**src/rtl/exc_request_ctrl.sv**
```systemverilog
// exc_request_ctrl: initiator side of the exception handshake.
// Latches exception event pulses as pending, picks the lowest-index enabled
// source, offers it to the exception unit on Exc/EStatus and then waits for
// the handler to finish (ERet) before offering anything else. No nesting.
//
// Optional build macro: EXC_ACK_TIMEOUT_EN
//   Defined   : an ACK watchdog drops an unanswered request after exactly
//               ACK_TIMEOUT cycles of Exc, keeps the source pending for retry
//               and raises the sticky ack_timeout flag.
//   Undefined : no watchdog; REQ waits for ExcAck indefinitely and
//               ack_timeout is constant 0.
//
// Handshake: Exc acts as a valid that rises one cycle after an eligible event
// is seen and then stays high with a stable EStatus until ExcAck is sampled
// high (ExcAck acts as ready; the transfer happens on the clock edge where
// Exc and ExcAck are both 1). ERet closes the service window that follows.
module exc_request_ctrl #(
    parameter int NSRC        = 4,
    parameter int ACK_TIMEOUT = 32
) (
    input  logic            clk,
    input  logic            reset,
    input  logic [NSRC-1:0] src_req,
    input  logic [NSRC-1:0] src_mask,
    input  logic            ExcAck,
    input  logic            ERet,
    output logic            Exc,
    output logic [3:0]      EStatus,
    output logic [NSRC-1:0] pending,
    output logic            busy,
    output logic            ack_timeout,
    output logic [1:0]      state_dbg
);

    localparam int IW = (NSRC > 1) ? $clog2(NSRC) : 1;

    typedef enum logic [1:0] {
        IDLE    = 2'd0,
        REQ     = 2'd1,
        SERVICE = 2'd2
    } state_t;

    state_t          state_q, state_d;
    logic            exc_d;
    logic [3:0]      estatus_d;
    logic [NSRC-1:0] pending_d;
    logic            busy_d;
    logic [IW-1:0]   sel_q, sel_d;
    logic [NSRC-1:0] elig;
    logic [IW-1:0]   pick;

`ifdef EXC_ACK_TIMEOUT_EN
    localparam int CW = (ACK_TIMEOUT > 1) ? $clog2(ACK_TIMEOUT) : 1;
    logic [CW-1:0] cnt_q, cnt_d;
    logic          timeout_d;
`else
    // Watchdog absent: constant 0 for every legal ACK_TIMEOUT (>= 1).
    assign ack_timeout = (ACK_TIMEOUT < 1);
`endif

    assign state_dbg = state_q;

    // Eligible sources (a same-cycle pulse counts) and lowest-index winner.
    always_comb begin
        elig = (pending | src_req) & src_mask;
        pick = '0;
        for (int i = NSRC - 1; i >= 0; i--) begin
            if (elig[i]) pick = IW'(i);
        end
    end

    // Next state and next values of every registered output.
    always_comb begin
        state_d   = state_q;
        exc_d     = Exc;
        estatus_d = EStatus;
        sel_d     = sel_q;
        pending_d = pending | src_req;
`ifdef EXC_ACK_TIMEOUT_EN
        cnt_d     = cnt_q;
        timeout_d = ack_timeout;
`endif
        case (state_q)
            IDLE: begin
                exc_d     = 1'b0;
                estatus_d = 4'd0;
                if (|elig) begin
                    state_d   = REQ;
                    exc_d     = 1'b1;
                    estatus_d = 4'(pick) + 4'd1;
                    sel_d     = pick;
`ifdef EXC_ACK_TIMEOUT_EN
                    cnt_d     = '0;
`endif
                end
            end
            REQ: begin
                if (ExcAck) begin
                    state_d = SERVICE;
                    exc_d   = 1'b0;
                    // Acknowledge clears the latched source; a new pulse on
                    // the same source in this cycle keeps it pending.
                    pending_d[sel_q] = src_req[sel_q];
                end
`ifdef EXC_ACK_TIMEOUT_EN
                else if (cnt_q == CW'(ACK_TIMEOUT - 1)) begin
                    // Give up on this offer; the source stays pending.
                    state_d   = IDLE;
                    exc_d     = 1'b0;
                    estatus_d = 4'd0;
                    timeout_d = 1'b1;
                end else begin
                    cnt_d = cnt_q + CW'(1);
                end
`endif
            end
            SERVICE: begin
                exc_d = 1'b0;
                if (ERet) begin
                    state_d   = IDLE;
                    estatus_d = 4'd0;
                end
            end
            default: begin
                state_d   = IDLE;
                exc_d     = 1'b0;
                estatus_d = 4'd0;
            end
        endcase
        busy_d = (state_d != IDLE);
    end

    // State and output registers with synchronous reset.
    always_ff @(posedge clk) begin
        if (reset) begin
            state_q <= IDLE;
            Exc     <= 1'b0;
            EStatus <= 4'd0;
            pending <= '0;
            busy    <= 1'b0;
            sel_q   <= '0;
`ifdef EXC_ACK_TIMEOUT_EN
            cnt_q       <= '0;
            ack_timeout <= 1'b0;
`endif
        end else begin
            state_q <= state_d;
            Exc     <= exc_d;
            EStatus <= estatus_d;
            pending <= pending_d;
            busy    <= busy_d;
            sel_q   <= sel_d;
`ifdef EXC_ACK_TIMEOUT_EN
            cnt_q       <= cnt_d;
            ack_timeout <= timeout_d;
`endif
        end
    end

endmodule

```
**config.mk**
```make
export PLATFORM = sky130hd
export DESIGN_NAME = exc_request_ctrl
export DESIGN_NICKNAME = d
export VERILOG_FILES = /design/src/rtl/exc_request_ctrl.sv
export SDC_FILE = /design/constraint.sdc
export NUM_CORES = 1
export LEC_CHECK = 0
export ABC_CLOCK_PERIOD_IN_PS = 1700
export CAP_MARGIN = 20
export CELL_PAD_IN_SITES_DETAIL_PLACEMENT = 1
export CELL_PAD_IN_SITES_GLOBAL_PLACEMENT = 2
export CORE_UTILIZATION = 23
export DETAILED_ROUTE_END_ITERATION = 8
export PLACE_DENSITY = 0.81
export SYNTH_ARGS = -nofsm -noshare
export SYNTH_HDL_FRONTEND = slang
export SYNTH_SLANG_ARGS = --single-unit
```
**constraint.sdc**
```tcl
create_clock -name clk -period 1.7 [get_ports clk]
set_clock_uncertainty 0.1 [all_clocks]
set_input_delay 0.17 -clock clk [delete_from_list [all_inputs] [get_ports clk]]
set_output_delay 0.17 -clock clk [all_outputs]
set_load 0.02 [all_outputs]
```
# After elaboration in Yosys (flattened, before gate mapping)

Cells that the tools add are included.

Register bits: 14
Input bits: 12
Output and inout port bits: 13
Word-level logic and storage cells: 43

Add/sub/neg operators: 1
Magnitude comparators: 2
Eq/ne operators: 4
Muxes and demuxes: 21
Bitwise operators: 3
Reductions and logical operators: 6

Operators by type and width:

| kind                                                                          | count |
|---|---|
| 2-bit two-way mux                                                             | 7 |
| 4-bit two-way mux                                                             | 3 |
| 4-bit case mux with 3 select lines                                            | 1 |
| 2-bit case mux with 3 select lines                                            | 1 |
| 4-bit bitwise AND                                                             | 1 |
| 4-bit bitwise mux                                                             | 1 |
| 1-bit two-way mux                                                             | 4 |
| 2-bit inequality test (second input constant)                                 | 2 |
| 4-bit bitwise OR                                                              | 1 |
| 2-bit AND reduction                                                           | 2 |
| 4-bit OR reduction                                                            | 1 |
| 2-bit by 1-bit adder with 3-bit output (second input constant)                | 1 |
| 2-bit by 3-bit less-than comparator with 1-bit output (second input constant) | 1 |
| 3-bit two-way mux                                                             | 1 |
| 1-bit binary-select mux with 2-bit select                                     | 1 |
| 1-bit demux with 2-bit select                                                 | 1 |
| 2-bit by 1-bit equality test with 1-bit output (second input constant)        | 1 |
| 2-bit equality test (second input constant)                                   | 1 |
| 2-bit by 1-bit >= comparator with 1-bit output (second input constant)        | 1 |
| 2-bit zero test                                                               | 1 |
| 1-bit case mux with 2 select lines                                            | 1 |
| 2-bit nonzero test                                                            | 1 |
| 1-bit logical AND                                                             | 1 |
| 1-bit inverter                                                                | 1 |

# Logic depth before layout (Yosys ltp)

Depth after elaboration: 9
Gate-level depth with buffers: 6
Depth with buffers taken out: 6

# Worst setup path after synthesis

No wires, ideal clock.

Kind: flip-flop to flip-flop
From: reg pending[0]
To: reg EStatus[1]
Setup time: 128 ps
Arrival: 1,400 ps
Data required time: 1,472 ps
Path slack: 73 ps
Stages on the path, launching flop included: 7
Buffers on the path: 0
Period minus slack after synthesis: 1,627 ps
Path through: dfxtp_1 -> o21a_4 -> or2_1 -> a21oi_1 -> ha_1 -> a22oi_1 -> nor2_1

Word-level cells in the longest chain between the ends: 6
Elaborated cells on any way between the ends: 7
Those cells by class: add/sub: 1; mux: 3; bitwise: 2; reduce/logical: 1

Ends and longest elaborated chain:

| item                                   | line | source |
|---|---|---|
| start: declaration                     | 29   | `output logic [NSRC-1:0] pending,` |
| start signal: assignment               | 150  | `pending <= pending_d;` |
| 4-bit bitwise OR                       | 65   | `elig = (pending \| src_req) & src_mask;` |
| 4-bit bitwise AND                      | 65   |  |
| 2-bit two-way mux                      | 68   | `if (elig[i]) pick = IW'(i);` |
| via pick[1]                            | 50   | `logic [IW-1:0] pick;` |
| 2-bit by 1-bit adder with 3-bit output | 90   | `estatus_d = 4'(pick) + 4'd1;` |
| 3-bit two-way mux                      | 87   | `if (\|elig) begin` |
| 4-bit case mux with 3 select lines     | 83   | `case (state_q)` |
| end signal: assignment                 | 149  | `EStatus <= estatus_d;` |
| end: declaration                       | 28   | `output logic [3:0] EStatus,` |

The timed path passes the listed nets, and every way through them passes these cells.
A chain may end at the register's enable or synchronous reset.

# Worst setup path after layout

From: reg state_q[1] (netlist: state_dbg[1])
To: out state_dbg[1]

RTL lines:

| item                     | line | source |
|---|---|---|
| start: declaration       | 43   | `state_t state_q, state_d;` |
| start signal: assignment | 147  | `state_q <= state_d;` |
| end: declaration         | 32   | `output logic [1:0] state_dbg` |

No word-level cell between the ends.

==> metrics.txt <==
status=completed; VDD IR max=0.343 mV; via count=596; die width=53.7 um; critical path launch point type=register; CP max stage cell=clkdlybuf4s50_1; Congestion Overflow GR=0; io pins=25; num rows=18; Worst Setup EP=state_dbg[1]; worst path bufs/invs=1; Power Density=863 nW/um^2; total power draw=812 uW; Routed WL=1650 um; Crit path depth=1; critical path class=register to primary output; core area=2500 sq um; CP Data Arrival Time=1350 ps; Seq cells post-synth=13; routed len/inst=12.8 um; H-tree levels=1; area share of the largest cell type after synthesis=42.3%; worst reg-to-reg setup slack=80 ps; first-pass GRT wire length=2620 um; WHS=378 ps; Worst setup EP type=primary output; post_cts resized=0; post-synth top area cell=dfxtp_1; clk sinks=13; fin. max-slew vios=0; max incr delay on CP=640 ps; CP Max Fanout=6; area of the mapped netlist=616 sq um; TritonCTS clock tree=built; Post-CTS Hold Buffers=0; unrepaired setup endpoints after global routing=false; fillers=307; Syn Inst Count=68; reg2reg end=EStatus[1]$_SDFFE_PP0P_; Synth area leaders=dfxtp_1, a21oi_1, nor2_1; Die H=53.7 um; Reg2Reg Depth=6; leak pwr=0.000351 uW; fin nets=113; CTS buffer count=3; Hold Crit Class=register to register; Setup crit start=state_dbg[1]$_SDFF_PP0_; # Post-CTS Setup Buffers=0; FF-to-FF Start=pending[0]$_SDFF_PP0_; Antenna Cells=0; final hold vios=0; Final setup viols=0; GPL Wtd Cong=0.816; synthesized area per cell=9.05 sq um; # Max-Cap Violations=0; Tcrit/Tclk final=95.3%; antenna viol nets, final=0; layout cell share with drive strength beyond 1=15.2%; worst path cell trace=clkdlybuf4s50_1; YS warnings=0; largest net degree at the start of global routing=14; Reg area=260 sq um; Initial Util=24.6%; Area Growth Syn to Fin=52.8%; root buf cell=clkbuf_4; worst-skew pair later-pin latency=290 ps; Die Area=2890 sq um; register area share after synthesis=42.3%; PortBufs=22; CTS Buffer Depth=2; CP delay by family, top=buffers and inverters; initial antenna violation count=0; min cycle time layout=1620 ps; Multi-input gate area=340 sq um; WP data required=1430 ps; DRC=0; Reg clk slew, reported paths=90 ps; vias in the first global route=588; via/cell ratio=4.62; Cell variety after synth=25; DPL Wire Length=1240 um; first-pass iteration count of the detailed router=3; Peak Freq=617 MHz; initial DRC count=1; GRT Overall Usage=13.0%
## cells by family after synthesis
| group | after synthesis | synth area share, % |
|---|---|---|
| other | 1 | 0.609 |
| adder cells (fa/ha/maj) | 1 | 2.03 |
| AO/OA/AOI/OAI | 25 | 30.3 |
| buffers and inverters | 4 | 3.66 |
| AND/OR/NAND/NOR | 24 | 21.1 |
| flip-flops | 13 | 42.3 |
## cell usage after synthesis
cell,number
o41a_1,1
nor2_2,1
nand2_1,3
nor2_1,9
clkbuf_1,1
o21a_1,2
a22oi_1,2
ha_1,1
nand3b_1,2
or3_1,2
nor2b_1,1
o21a_4,2
buf_4,2
o41ai_4,1
nand2b_1,1
dfxtp_1,13
o21ai_0,2
conb_1,1
o21ai_1,2
nand4_1,1
or2_1,1
or3b_1,3
inv_1,1
a21oi_1,12
a211oi_1,1
## placed cells by master, fill, tap and decap left out, drive strengths merged
cell	count
clkdlybuf4s50	22
a21oi	12
o21ai	4
nand4	1
or3	2
ha	1
nand3b	2
a211oi	1
o41a	1
o41ai	1
clkbuf	4
a22oi	2
nand2b	1
nand2	3
buf	7
inv	1
nor2	10
or2	1
conb	2
or3b	3
o21a	4
nor2b	1
dfxtp	13
## through the flow
step	TNS [ps]	util (%)	std cells	setup WS, ps	area (sq um)
2_1_floorplan	0	-	69	72.8	619
3_3_place_gp	-494	36.4	125	-180	911
3_5_place_dp	-619	36.4	125	-216	911
4_1_cts	0	37.5	129	54.7	937
5_1_grt	0	37.6	129	18.2	941
6_report	0	37.6	129	79.8	941
## how the worst min path moves through the flow
stage          slack (ps)  cells past startpoint                 endpoint               startpoint
2_1_floorplan         140                      1         Exc$_SDFFE_PP0P_                    reset
3_3_place_gp          350                      2  EStatus[0]$_SDFFE_PP0P_  EStatus[0]$_SDFFE_PP0P_
3_5_place_dp          350                      2  EStatus[0]$_SDFFE_PP0P_  EStatus[0]$_SDFFE_PP0P_
4_1_cts               380                      2  EStatus[0]$_SDFFE_PP0P_  EStatus[0]$_SDFFE_PP0P_
5_1_grt               400                      2  EStatus[0]$_SDFFE_PP0P_  EStatus[0]$_SDFFE_PP0P_
6_report              380                      2  EStatus[0]$_SDFFE_PP0P_  EStatus[0]$_SDFFE_PP0P_
## layout make-up
type / instances / area share, %
sequential: 13 / 27.7
multi-input combinational: 52 / 36.2
timing repair buffer: 29 / 29.0
tap: 30 / 3.99
inverter: 1 / 0.399
clock buffer: 4 / 2.79
## power by group
part           internal, uW  leakage [uW]  switching, uW
Clock                  91.3     0.0000150            115
Combinational           129      0.000228            119
Sequential              334      0.000108           24.5
Total                   554      0.000351            258
## metal layers
layer,wire [um],GRT usage (%),vias up
met5,0,0,-
met4,46,9.21,0
met3,78,2.54,4
met2,792,20.4,16
met1,735,15.6,273
li1,-,-,303
## state kept, by name (all words and copies together) (netlist names)
name	cells
EStatus	3
Exc	1
busy	1
pending	4
sel_q	2
state_dbg	2
Power figures use the tool's default switching activity.
